<file path="src/rtl/cfu_pipelined_unit.sv">
// Pipelined custom-function unit: fixed-latency ALU/CSR pipeline feeding an in-order
// response queue, with credit-based flow control so responses are never dropped.
module cfu_pipelined_unit #(
    parameter int unsigned DATA_WIDTH = 32,
    parameter int unsigned ID_WIDTH   = 4,
    parameter int unsigned LATENCY    = 2,
    parameter int unsigned DEPTH      = 4,
    parameter int unsigned NUM_CSRS   = 4,
    parameter logic [11:0] CSR_BASE   = 12'h800
) (
    input  logic                  clk,
    input  logic                  rst,
    input  logic                  req_valid,
    output logic                  req_ready,
    input  logic [ID_WIDTH-1:0]   req_id,
    input  logic [31:0]           req_insn,
    input  logic                  req_cfu_csr,
    input  logic [DATA_WIDTH-1:0] req_data0,
    input  logic [DATA_WIDTH-1:0] req_data1,
    output logic                  resp_valid,
    input  logic                  resp_ready,
    output logic [ID_WIDTH-1:0]   resp_id,
    output logic [DATA_WIDTH-1:0] resp_data,
    output logic [1:0]            resp_status
);

    localparam int unsigned SHW  = (DATA_WIDTH > 1) ? $clog2(DATA_WIDTH) : 1;
    localparam int unsigned CNTW = $clog2(DEPTH + 1);
    localparam int unsigned PTRW = (DEPTH > 1) ? $clog2(DEPTH) : 1;
    localparam int unsigned CIW  = (NUM_CSRS > 1) ? $clog2(NUM_CSRS) : 1;

    localparam logic [1:0] StatusOk      = 2'd0;
    localparam logic [1:0] StatusIllegal = 2'd1;
    localparam logic [1:0] StatusBadCsr  = 2'd2;

    typedef struct packed {
        logic [ID_WIDTH-1:0]   id;
        logic [DATA_WIDTH-1:0] data;
        logic [1:0]            status;
    } resp_t;

    logic                  accept;
    logic                  resp_fire;
    logic [2:0]            funct3;
    logic [11:0]           csr_addr;
    logic [4:0]            zimm;
    logic [12:0]           csr_off;
    logic                  csr_hit;
    logic [CIW-1:0]        csr_idx;
    logic [DATA_WIDTH-1:0] csr_old;
    logic [DATA_WIDTH-1:0] csr_src;
    logic [DATA_WIDTH-1:0] csr_wdata;
    logic                  csr_we;
    logic [DATA_WIDTH-1:0] csr_q [NUM_CSRS];
    logic                  slt_lt;
    logic [DATA_WIDTH-1:0] acc_data;
    logic [1:0]            acc_status;
    resp_t                 acc_e;
    logic                  push_valid;
    resp_t                 push_e;
    logic [CNTW-1:0]       cnt_q;
    logic [CNTW-1:0]       qcnt_q;
    logic [PTRW-1:0]       wr_ptr_q;
    logic [PTRW-1:0]       rd_ptr_q;
    resp_t                 mem [DEPTH];
    resp_t                 head;
    logic                  unused_insn;

    assign funct3      = req_insn[14:12];
    assign csr_addr    = req_insn[31:20];
    assign zimm        = req_insn[19:15];
    assign unused_insn = ^req_insn[11:0];

    // Depends only on the registered credit count, never on resp_ready.
    assign req_ready = !rst && (cnt_q < CNTW'(DEPTH));
    assign accept    = req_valid && req_ready;
    assign resp_fire = resp_valid && resp_ready;

    // A borrow makes the offset huge, so one compare covers both ends of the window.
    assign csr_off = {1'b0, csr_addr} - {1'b0, CSR_BASE};
    assign csr_hit = csr_off < 13'(NUM_CSRS);
    assign csr_idx = csr_off[CIW-1:0];
    assign csr_old = csr_q[csr_idx];
    assign csr_src = funct3[2] ? DATA_WIDTH'(zimm) : req_data0;
    assign slt_lt  = $signed(req_data0) < $signed(req_data1);

    always_comb begin
        acc_data   = '0;
        acc_status = StatusOk;
        csr_we     = 1'b0;
        csr_wdata  = csr_old;
        if (req_cfu_csr) begin
            if (!csr_hit) begin
                acc_status = StatusBadCsr;
            end else if (funct3[1:0] == 2'b00) begin
                acc_status = StatusIllegal;
            end else begin
                acc_data = csr_old;
                csr_we   = accept;
                case (funct3[1:0])
                    2'b01:   csr_wdata = csr_src;
                    2'b10:   csr_wdata = csr_old | csr_src;
                    2'b11:   csr_wdata = csr_old & ~csr_src;
                    default: csr_wdata = csr_old;
                endcase
            end
        end else begin
            unique case (funct3)
                3'd0: acc_data = req_data0 + req_data1;
                3'd1: acc_data = req_data0 - req_data1;
                3'd2: acc_data = req_data0 ^ req_data1;
                3'd3: acc_data = req_data0 & req_data1;
                3'd4: acc_data = req_data0 | req_data1;
                3'd5: acc_data = req_data0 << req_data1[SHW-1:0];
                3'd6: acc_data = {{(DATA_WIDTH-1){1'b0}}, slt_lt};
                3'd7: acc_status = StatusIllegal;
                default: acc_status = StatusIllegal;
            endcase
        end
    end

    assign acc_e = {req_id, acc_data, acc_status};

    // CSR state commits in the accept cycle so the next request sees it immediately.
    always_ff @(posedge clk) begin
        if (rst) begin
            for (int i = 0; i < int'(NUM_CSRS); i++) begin
                csr_q[i] <= '0;
            end
        end else if (csr_we) begin
            csr_q[csr_idx] <= csr_wdata;
        end
    end

    // LATENCY-1 register stages; the queue write supplies the final cycle.
    if (LATENCY == 1) begin : g_lat1
        assign push_valid = accept;
        assign push_e     = acc_e;
    end else begin : g_pipe
        logic [LATENCY-2:0] pv_q;
        resp_t              pe_q [LATENCY-1];

        always_ff @(posedge clk) begin
            if (rst) begin
                pv_q <= '0;
            end else begin
                pv_q[0] <= accept;
                for (int i = 1; i < int'(LATENCY) - 1; i++) begin
                    pv_q[i] <= pv_q[i-1];
                end
            end
        end

        always_ff @(posedge clk) begin
            pe_q[0] <= acc_e;
            for (int i = 1; i < int'(LATENCY) - 1; i++) begin
                pe_q[i] <= pe_q[i-1];
            end
        end

        assign push_valid = pv_q[LATENCY-2];
        assign push_e     = pe_q[LATENCY-2];
    end

    function automatic logic [PTRW-1:0] ptr_inc(input logic [PTRW-1:0] p);
        return (p == PTRW'(DEPTH - 1)) ? '0 : p + 1'b1;
    endfunction

    always_ff @(posedge clk) begin
        if (rst) begin
            cnt_q    <= '0;
            qcnt_q   <= '0;
            wr_ptr_q <= '0;
            rd_ptr_q <= '0;
        end else begin
            if (push_valid) wr_ptr_q <= ptr_inc(wr_ptr_q);
            if (resp_fire)  rd_ptr_q <= ptr_inc(rd_ptr_q);
            case ({accept, resp_fire})
                2'b10:   cnt_q <= cnt_q + 1'b1;
                2'b01:   cnt_q <= cnt_q - 1'b1;
                default: cnt_q <= cnt_q;
            endcase
            case ({push_valid, resp_fire})
                2'b10:   qcnt_q <= qcnt_q + 1'b1;
                2'b01:   qcnt_q <= qcnt_q - 1'b1;
                default: qcnt_q <= qcnt_q;
            endcase
        end
    end

    always_ff @(posedge clk) begin
        if (push_valid) mem[wr_ptr_q] <= push_e;
    end

    assign head        = mem[rd_ptr_q];
    assign resp_valid  = (qcnt_q != '0);
    assign resp_id     = resp_valid ? head.id     : '0;
    assign resp_data   = resp_valid ? head.data   : '0;
    assign resp_status = resp_valid ? head.status : '0;

endmodule

</file>
<file path="config.mk">
export PLATFORM = sky130hd
export DESIGN_NAME = cfu_pipelined_unit
export DESIGN_NICKNAME = d
export VERILOG_FILES = /design/src/rtl/cfu_pipelined_unit.sv
export SDC_FILE = /design/constraint.sdc
export NUM_CORES = 1
export LEC_CHECK = 0
export CAP_MARGIN = 30
export CORE_MARGIN = 1
export CORE_UTILIZATION = 50
export DETAILED_ROUTE_END_ITERATION = 8
export PLACE_DENSITY_LB_ADDON = 0.08
export SYNTH_ARGS = -nofsm -noshare
export SYNTH_HDL_FRONTEND = slang
export SYNTH_SLANG_ARGS = --single-unit
</file>
<file path="constraint.sdc">
create_clock -name clk -period 6 [get_ports clk]
set_input_delay 1.2 -clock clk [delete_from_list [all_inputs] [get_ports clk]]
set_output_delay 1.2 -clock clk [all_outputs]
set_load 0.01 [all_outputs]
</file>
==> flow_metrics.env <==
export IMPL_grt_max_degree=46
export IMPL_nFillCells=3512
export IMPL_place_gp_congestion=0.982
export IMPL_rsz0062_at_grt="false"
export IMPL_overflow=0
export IMPL_slew_viol_final=0
export IMPL_seqCellArea_mm2=0.00943
export IMPL_grt_use_total_pct=30.6
export IMPL_syn_nets=2190
export IMPL_endpoint_kind="flop"
export IMPL_cts_hold_buf=0
export IMPL_worstSetupStartpoint="req_data0[6]"
export IMPL_p_seq_share_pct=39.9
export IMPL_syn_avg_cell_area_um2=10.5
export IMPL_cts_resized=0
export IMPL_comb_power_share_pct=27.3
export IMPL_dr_pass1_iters=6
export IMPL_core_area_mm2=0.0408
export IMPL_seq_area_frac_synth_pct=45.6
export IMPL_grt_use_met1_pct=42.2
export IMPL_p_leak_nw=9.08
export IMPL_area_growth_syn_to_layout_pct=15.7
export IMPL_finalCritPeriodShare_pct=82.1
export IMPL_hold_class="flop to flop"
export IMPL_power_density_mw_per_mm2=284
export IMPL_whs_path_depth=0
export IMPL_cts_setup_buffers=0
export IMPL_grt_pass1_vias=15757
export IMPL_crit_arrival_ps=5320
export IMPL_insertion_delay_ps=570
export IMPL_synth_edf_count=280
export IMPL_r2r_cells=7
export IMPL_relSlewSlack_pct=33.3
export IMPL_synth_async_reset_ratio_pct=0
export IMPL_tightestPinTransition_ps=1000
export IMPL_drc=0
export IMPL_setup_violations=0
export IMPL_internal_power_mw=4.80
export IMPL_worstPathMaxFanout=9
export IMPL_finalSetupTns_ps=0
export IMPL_htree_levels=2
export IMPL_critical_path_endpoint="g_pipe.pe_q[0][29]"
export IMPL_tritoncts="yes"
export IMPL_dp_slack_ps=765
export IMPL_fmax_ghz=0.203
export IMPL_syn_area_mm2=0.0207
export IMPL_switching_power_mw=1.98
export IMPL_dieArea_mm2=0.0422
export IMPL_p_clk_share_pct=32.9
export IMPL_dp_hpwl_mm=47.1
export IMPL_io_pins=145
export IMPL_drive_above_1_share_pct=12.3
export IMPL_first_iter_violations=1466
export IMPL_required_ps=6390
export IMPL_hold_viol_final=0
export IMPL_post_synth_num_cell_types=78
export IMPL_synth_ff_latch_count=331
export IMPL_clock_sinks=331
export IMPL_status="finished clean"
export IMPL_final_core_util_pct=58.6
export IMPL_dieWidth_um=205
export IMPL_reg2reg_setup_slack_ps=3200
export IMPL_start_util_pct=50.6
export IMPL_timing_rr_end="csr_q[0][25]"
export IMPL_multi_input_area_mm2=0.0104
export IMPL_ys_warn_count=0
export IMPL_num_vias=16323
export IMPL_cp_start_kind="input port"
export IMPL_fin_skew_ps=32.3
export IMPL_grt_busiest_layer="met2"
export IMPL_grt_pass1_wl_mm=95.9
export IMPL_syn_instance_count=1960
export IMPL_rr_startpoint="cnt_q[2]"
export IMPL_wirelength_mm=64.0
export IMPL_nets=2299
export IMPL_grt_antenna_before_repair=3
export IMPL_cts_max_path_buffers=3
export IMPL_setup_slack_ps=1070
export IMPL_die_height_um=205
export IMPL_cts_made_buffers=36
export IMPL_path_class="input port to flop"
export IMPL_path_clk_slew_ps=60
export IMPL_placed_cells=2563
export IMPL_yosys_most_used_dff="edfxtp_1"
export IMPL_p_sw_share_pct=29.2
export IMPL_routedWlPerCell_um=24.3
export IMPL_use_met3_pct=7.02
export IMPL_portBuffers=132
export IMPL_cap_viol_max_count=0
export IMPL_grt_use_met2_pct=47.3
export IMPL_period_minus_slack_ps=4930
export IMPL_viasPerCell=6.21
export IMPL_ir_drop_mv=0.251
export IMPL_drtAntennaViolNets=0
export IMPL_layoutNonFillerInstCount=2630
export IMPL_rows=74
export IMPL_cts_root_buf="clkbuf_16"
[worst max-delay path: stages]
cell and delay, ps:
clkdlybuf4s50_1 750, inv_1 150, ha_1 490, inv_1 110
a21oi_1 360, a311oi_2 190, nor4b_1 730, o211ai_1 360
a2111oi_0 480, a211oi_1 130, a31oi_1 370
[area by class of cell]
type / instances / share of cell area, %
inverters: 108 / 1.70
repair buffers: 199 / 7.66
clock buffers: 47 / 4.02
well taps: 532 / 2.78
clock inverters: 19 / 0.984
flip-flops and latches: 331 / 39.4
diodes: 1 / 0.0105
multi-input cells: 1393 / 43.4
[power by group through the flow]
stage | registers [mW] | logic [mW] | clock network, mW
2_1_floorplan | 2.71 | 1.13 | 0
3_3_place_gp | 2.76 | 1.81 | 0
3_5_place_dp | 2.76 | 1.84 | 0
4_1_cts | 2.71 | 1.85 | 2.28
5_1_grt | 2.73 | 2.00 | 2.36
6_report | 2.71 | 1.85 | 2.23
[flip-flops by register name, summed over array words and instances (netlist names), named ones only]
register / count
cnt_q: 3
rd_ptr_q: 2
csr_q: 128
g_pipe.pe_q: 38
g_pipe.pv_q: 1
mem: 152
wr_ptr_q: 2
qcnt_q: 3
[synth_stat cells, types with 6 or more instances]
| cell | count | area share, % |
|---|---|---|
| nand2b_1 | 10 | 0.30 |
| a211oi_1 | 21 | 0.76 |
| nor3_1 | 29 | 0.70 |
| nor4_1 | 12 | 0.36 |
| clkbuf_1 | 95 | 1.7 |
| xor2_1 | 6 | 0.25 |
| buf_2 | 11 | 0.27 |
| o22ai_1 | 24 | 0.73 |
| nand4_1 | 9 | 0.27 |
| dfxtp_1 | 51 | 4.9 |
| edfxtp_1 | 280 | 41 |
| ha_1 | 121 | 7.3 |
| and2_1 | 54 | 1.6 |
| a22o_1 | 11 | 0.47 |
| mux2_2 | 10 | 0.54 |
| a21o_1 | 14 | 0.51 |
| a31oi_1 | 19 | 0.58 |
| mux2i_1 | 53 | 2.6 |
| nor2b_1 | 11 | 0.33 |
| a21oi_1 | 148 | 3.6 |
| or3_1 | 7 | 0.21 |
| nor2_1 | 256 | 4.6 |
| o21ai_0 | 90 | 2.2 |
| mux4_2 | 94 | 10 |
| xnor2_1 | 9 | 0.38 |
| inv_1 | 103 | 1.9 |
| nand2_1 | 182 | 3.3 |
| buf_1 | 22 | 0.40 |
| o21bai_1 | 19 | 0.69 |
| nand3_1 | 19 | 0.46 |
| a221oi_1 | 20 | 0.85 |
| o221ai_1 | 12 | 0.51 |
| o31ai_1 | 8 | 0.29 |
| and3_1 | 13 | 0.39 |
| o211ai_1 | 9 | 0.33 |
| a221o_1 | 9 | 0.44 |
[worst min-delay path by stage]
stage,start,end,slack [ps]
3_5_place_dp,g_pipe.pe_q[0][19],mem[2][19],460
3_3_place_gp,g_pipe.pe_q[0][10],mem[2][10],450
2_1_floorplan,g_pipe.pe_q[0][0],mem[0][0],440
5_1_grt,g_pipe.pe_q[0][19],mem[1][19],480
4_1_cts,g_pipe.pe_q[0][19],mem[0][19],440
6_report,g_pipe.pe_q[0][19],mem[1][19],450
[cell usage in the layout (no fill, tap or decap), drive strengths merged, types with 13 or more instances in the layout]
cell type      Yosys  final
edfxtp           280    280
nor2             256    256
nand2            182    182
a21oi            148    148
clkdlybuf4s50      0    126
ha               121    121
inv              104    107
o21ai             95     95
mux4              94     94
buf               33     73
and2              54     54
mux2i             53     53
dfxtp             51     51
clkbuf            95     47
nor3              29     29
o22ai             24     24
a211oi            22     22
a221oi            20     20
nand3             19     19
o21bai            19     19
a31oi             19     19
a21o              14     14
clkinv             4     14
and3              13     13
[cell families after synthesis]
logic type      share of synthesized area (%)
simple gates                             13.3
buf+inv                                  4.35
fa+ha+maj                                7.71
compound gates                           15.1
xor+xnor                                0.636
mux                                      13.4
flops                                    45.6
[metrics by stage]
stage          area [um^2]  power (mW)  hold slack [ps]
2_1_floorplan        20700        3.83              438
3_3_place_gp         22700        4.57              448
3_5_place_dp         22700        4.60              460
4_1_cts              23900        6.84              443
5_1_grt              23900        7.09              475
6_report             23900        6.78              446
[per-layer routing]
metal  part of all wire [%]  up-vias
met3                    9.0      120
met5                  0.016        -
li1                       -     7486
met4                    3.2        2
met2                     45      730
met1                     43     7985
(Power assumes the default switching activity.)
==> patch 1: new RTL, same flow settings <==
`DEPTH`: 4 -> 8.
--- a/src/rtl/cfu_pipelined_unit.sv
+++ b/src/rtl/cfu_pipelined_unit.sv
@@ -4,7 +4,7 @@
     parameter int unsigned DATA_WIDTH = 32,
     parameter int unsigned ID_WIDTH   = 4,
     parameter int unsigned LATENCY    = 2,
-    parameter int unsigned DEPTH      = 4,
+    parameter int unsigned DEPTH      = 8,
     parameter int unsigned NUM_CSRS   = 4,
     parameter logic [11:0] CSR_BASE   = 12'h800
 ) (
Formal check against the unedited RTL: same outputs for any inputs over 4 cycles, from zero or initial values and one cycle with rst high; that may be too few to reach the edited logic, so the function may still have changed.
==> patch 1 against the unedited design <==
- clock power grew 44%
- power up 43%
- die area grew 29%
- synthesized cell count increased by 13%
- wire length increased by 24%
- final cell count up 16%
- fmax rose by 3.3%
- synthesized area increased by 29%
- combinational power grew 36%
- design area increased by 29%
- setup slack improved by 160 ps
- sequential cell count increased by 157
- hold slack better by 52 ps
- critical path type unchanged
- critical endpoint is now g_pipe.pe_q[0][31]
- highest routed layer unchanged
==> patch 1: results <==
INSERT INTO impl_metrics (metric_group, metric, value, unit) VALUES
('outcome', 'status', 'complete, no violations', ''),
('placed_design', 'dp.final_hpwl', '54800', 'µm'),
('power_and_ir_drop', 'static-leakage-power', '11.4', 'nW'),
('placed_design', 'area_after_detailed_placement', '0.0290', 'mm²'),
('placed_design', 'finalWeightedCongestion', '0.984', ''),
('layout', 'multi_input_area', '0.0117', 'mm²'),
('yosys', 'synth-edff-count', '432', ''),
('yosys', 'synth_fp_nets', '2442', ''),
('worst_setup_path', 'max_fanout_on_critical_path', '8', ''),
('layout', 'final.fill_count', '4283', ''),
('power_and_ir_drop', 'peakVddDrop', '0.000358', 'V'),
('layout', 'ratio_of_cells_with_drive_above_1_in_the_final_layout', '0.138', ''),
('layout', 'fin_nets', '2557', ''),
('cts', 'insertion_delay', '620', 'ps'),
('detailed_routing', 'first_iter_violations', '1572', ''),
('layout', 'layout_top_registers', 'mem x304, csr_q x128, g_pipe.pe_q x38', ''),
('yosys', 'seq_total_area_yosys', '0.527', ''),
('global_route', 'grt_max_degree', '77', ''),
('yosys', 'synth.lib_cells_used.distinct', '75', ''),
('global_route', 'grt_pass1_wl', '117000', 'µm');
patch 1: per-layer routing:
metal	global-route usage	vias up	share of wire
met5	0	-	0.00049
met4	0.148	6	0.053
met3	0.0398	185	0.062
met2	0.484	723	0.48
met1	0.379	9342	0.41
li1	-	8560	-
patch 1: kinds of logic (layout without fill, tap and decap cells):
logic type      Yosys count  after routing  share of synthesized area
flops                   488            488                      0.527
mux                     243            243                      0.150
xor+xnor                 31             31                     0.0102
other cells               0              1                          0
compound gates          464            464                      0.117
buf+inv                 254            408                     0.0363
fa+ha+maj               128            128                     0.0611
simple gates            601            601                     0.0973
patch 1: area by class of cell:
class                   instances  area share
flip-flops and latches        488       0.458
multi-input cells            1467       0.381
repair buffers                207      0.0626
clock buffers                  67      0.0449
well taps                     688      0.0280
inverters                     112      0.0137
clock inverters                22      0.0118
diodes                          1   0.0000813
patch 1: report_power, final:
part | internal, W | switching (W)
logic | 0.00117 | 0.00135
registers | 0.00384 | 0.000109
clock network | 0.00193 | 0.00129
total | 0.00694 | 0.00275
patch 1: through the flow:
stage | hold WS, ps | instances | setup slack [ps] | total power (W)
finish | 497 | 3052 | 1230 | 0.00969
global route | 533 | 3051 | 1190 | 0.0101
CTS | 500 | 3051 | 1400 | 0.00978
detailed placement | 491 | 2962 | 799 | 0.00657
global placement | 468 | 2961 | 734 | 0.00653
floorplan | 458 | 2209 | 1120 | 0.00557
patch 1: worst max-delay path, stage by stage:
cell and delay, ps:
sky130_fd_sc_hd__clkdlybuf4s50_1 780, sky130_fd_sc_hd__inv_1 90, sky130_fd_sc_hd__ha_1 470, sky130_fd_sc_hd__inv_1 90, sky130_fd_sc_hd__o221ai_1 440, sky130_fd_sc_hd__a211oi_1 180
sky130_fd_sc_hd__or3_1 530, sky130_fd_sc_hd__o211a_1 310, sky130_fd_sc_hd__a21oi_1 350, sky130_fd_sc_hd__o31ai_1 130, sky130_fd_sc_hd__xnor2_1 170, sky130_fd_sc_hd__o21ai_0 460
patch 1: path summary, 6_finish.rpt:
kind / from / to / slack, ps / cells after the start
worst max register to register: qcnt_q[0] / cnt_q[3] / 2970 / 12
worst max-delay path: req_data0[2] / g_pipe.pe_q[0][31] / 1230 / 12
worst min register to register: cnt_q[3] / cnt_q[3] / 500 / 2
worst min-delay path: cnt_q[3] / cnt_q[3] / 500 / 2
==> patch 2: new RTL, config.mk and constraints unchanged <==
Without the edit above. Register the output `resp_status`; this adds one clock of latency there. The other outputs are not delayed to match.
--- a/src/rtl/cfu_pipelined_unit.sv
+++ b/src/rtl/cfu_pipelined_unit.sv
@@ -196,7 +196,9 @@
     assign resp_valid  = (qcnt_q != '0);
     assign resp_id     = resp_valid ? head.id     : '0;
     assign resp_data   = resp_valid ? head.data   : '0;
-    assign resp_status = resp_valid ? head.status : '0;
+    always_ff @(posedge clk) begin
+        resp_status <= resp_valid ? head.status : '0;
+    end
 
 endmodule
 
Check against the original RTL: not equivalent (a bounded check fails within 4 cycles, from zero or initial values and one cycle with rst high).
==> patch 2 against the unedited design <==
- wire length is 1.1% lower
- power is 2.0% lower
- design area down 0.78%
- setup slack got worse by 210 ps
- synthesized cell count fell by 1.9%
- synthesized area fell by 0.79%
- sequential cell count is 2 higher
- sequential share of layout area increased by 0.48 points
- via count fell by 1.5%
- register-to-register slack worse by 80 ps
- die area shrank 0.78%
- first-iteration DRC count is 1.4% lower
- critical path type unchanged
- critical endpoint is now g_pipe.pe_q[0][32]
- largest power group unchanged
- highest routed layer is now met4
==> patch 2: results <==
INSERT INTO impl_metrics (metric_group, metric, value, unit) VALUES
('outcome', 'status', 'complete, no violations', ''),
('worst_setup_path', 'max_fanout_on_critical_path', '6', ''),
('power_and_ir_drop', 'static-leakage-power', '9.22', 'nW'),
('detailed_routing', 'detail_route.wirelength', '63300', 'µm'),
('detailed_routing', 'first_pass_iters', '5', ''),
('layout', 'num-multi-input-gates', '1348', ''),
('placed_design', 'dpl_worst_slack', '538', 'ps'),
('layout', 'layout.nonclk_buf_frac', '0.0809', ''),
('detailed_routing', 'avgViaCountPerCell', '6.19', ''),
('yosys', 'syn_area', '0.0205', 'mm²'),
('yosys', 'synth_xor_xnor_area_share', '0.00897', ''),
('cts', 'tritoncts_num_sinks', '333', ''),
('layout', 'layout.area.seq', '0.00947', 'mm²'),
('placed_design', 'area_after_detailed_placement', '0.0226', 'mm²'),
('yosys', 'syn_avg_cell_area', '10.7', 'µm²'),
('worst_setup_path', 'cpMaxStageDelayCell', 'sky130_fd_sc_hd__a32oi_1', ''),
('placed_design', 'dpl.cell_count', '2528', ''),
('yosys', 'proportion_of_synthesized_area_in_mux_cells', '0.122', ''),
('sta', 'slew_headroom', '0.288', ''),
('detailed_routing', 'wl_per_cell', '24.4', 'µm');
## patch 2: final timing paths
path | from | to | slack, ps
worst max-delay path | req_data0[0] | g_pipe.pe_q[0][32] | 870
worst min-delay path | g_pipe.pe_q[0][30] | mem[0][30] | 470
worst max register to register | csr_q[3][24] | g_pipe.pe_q[0][26] | 3120
worst min register to register | g_pipe.pe_q[0][30] | mem[0][30] | 470
## patch 2: power by group through the flow
stage / sequential, W / combinational, W / clock [W]
2_1_floorplan: 0.00273 / 0.00112 / 0
3_3_place_gp: 0.00277 / 0.00183 / 0
3_5_place_dp: 0.00278 / 0.00185 / 0
4_1_cts: 0.00273 / 0.00186 / 0.00211
5_1_grt: 0.00275 / 0.00201 / 0.00219
6_report: 0.00273 / 0.00185 / 0.00207
## patch 2: metal layers
layer | vias to the layer above | track usage | wire length, µm
met2 | 655 | 0.497 | 30000
met5 | - | 0 | 0
met3 | 126 | 0.0369 | 4030
met1 | 7935 | 0.425 | 27300
li1 | 7368 | - | -
met4 | 0 | 0.112 | 2000
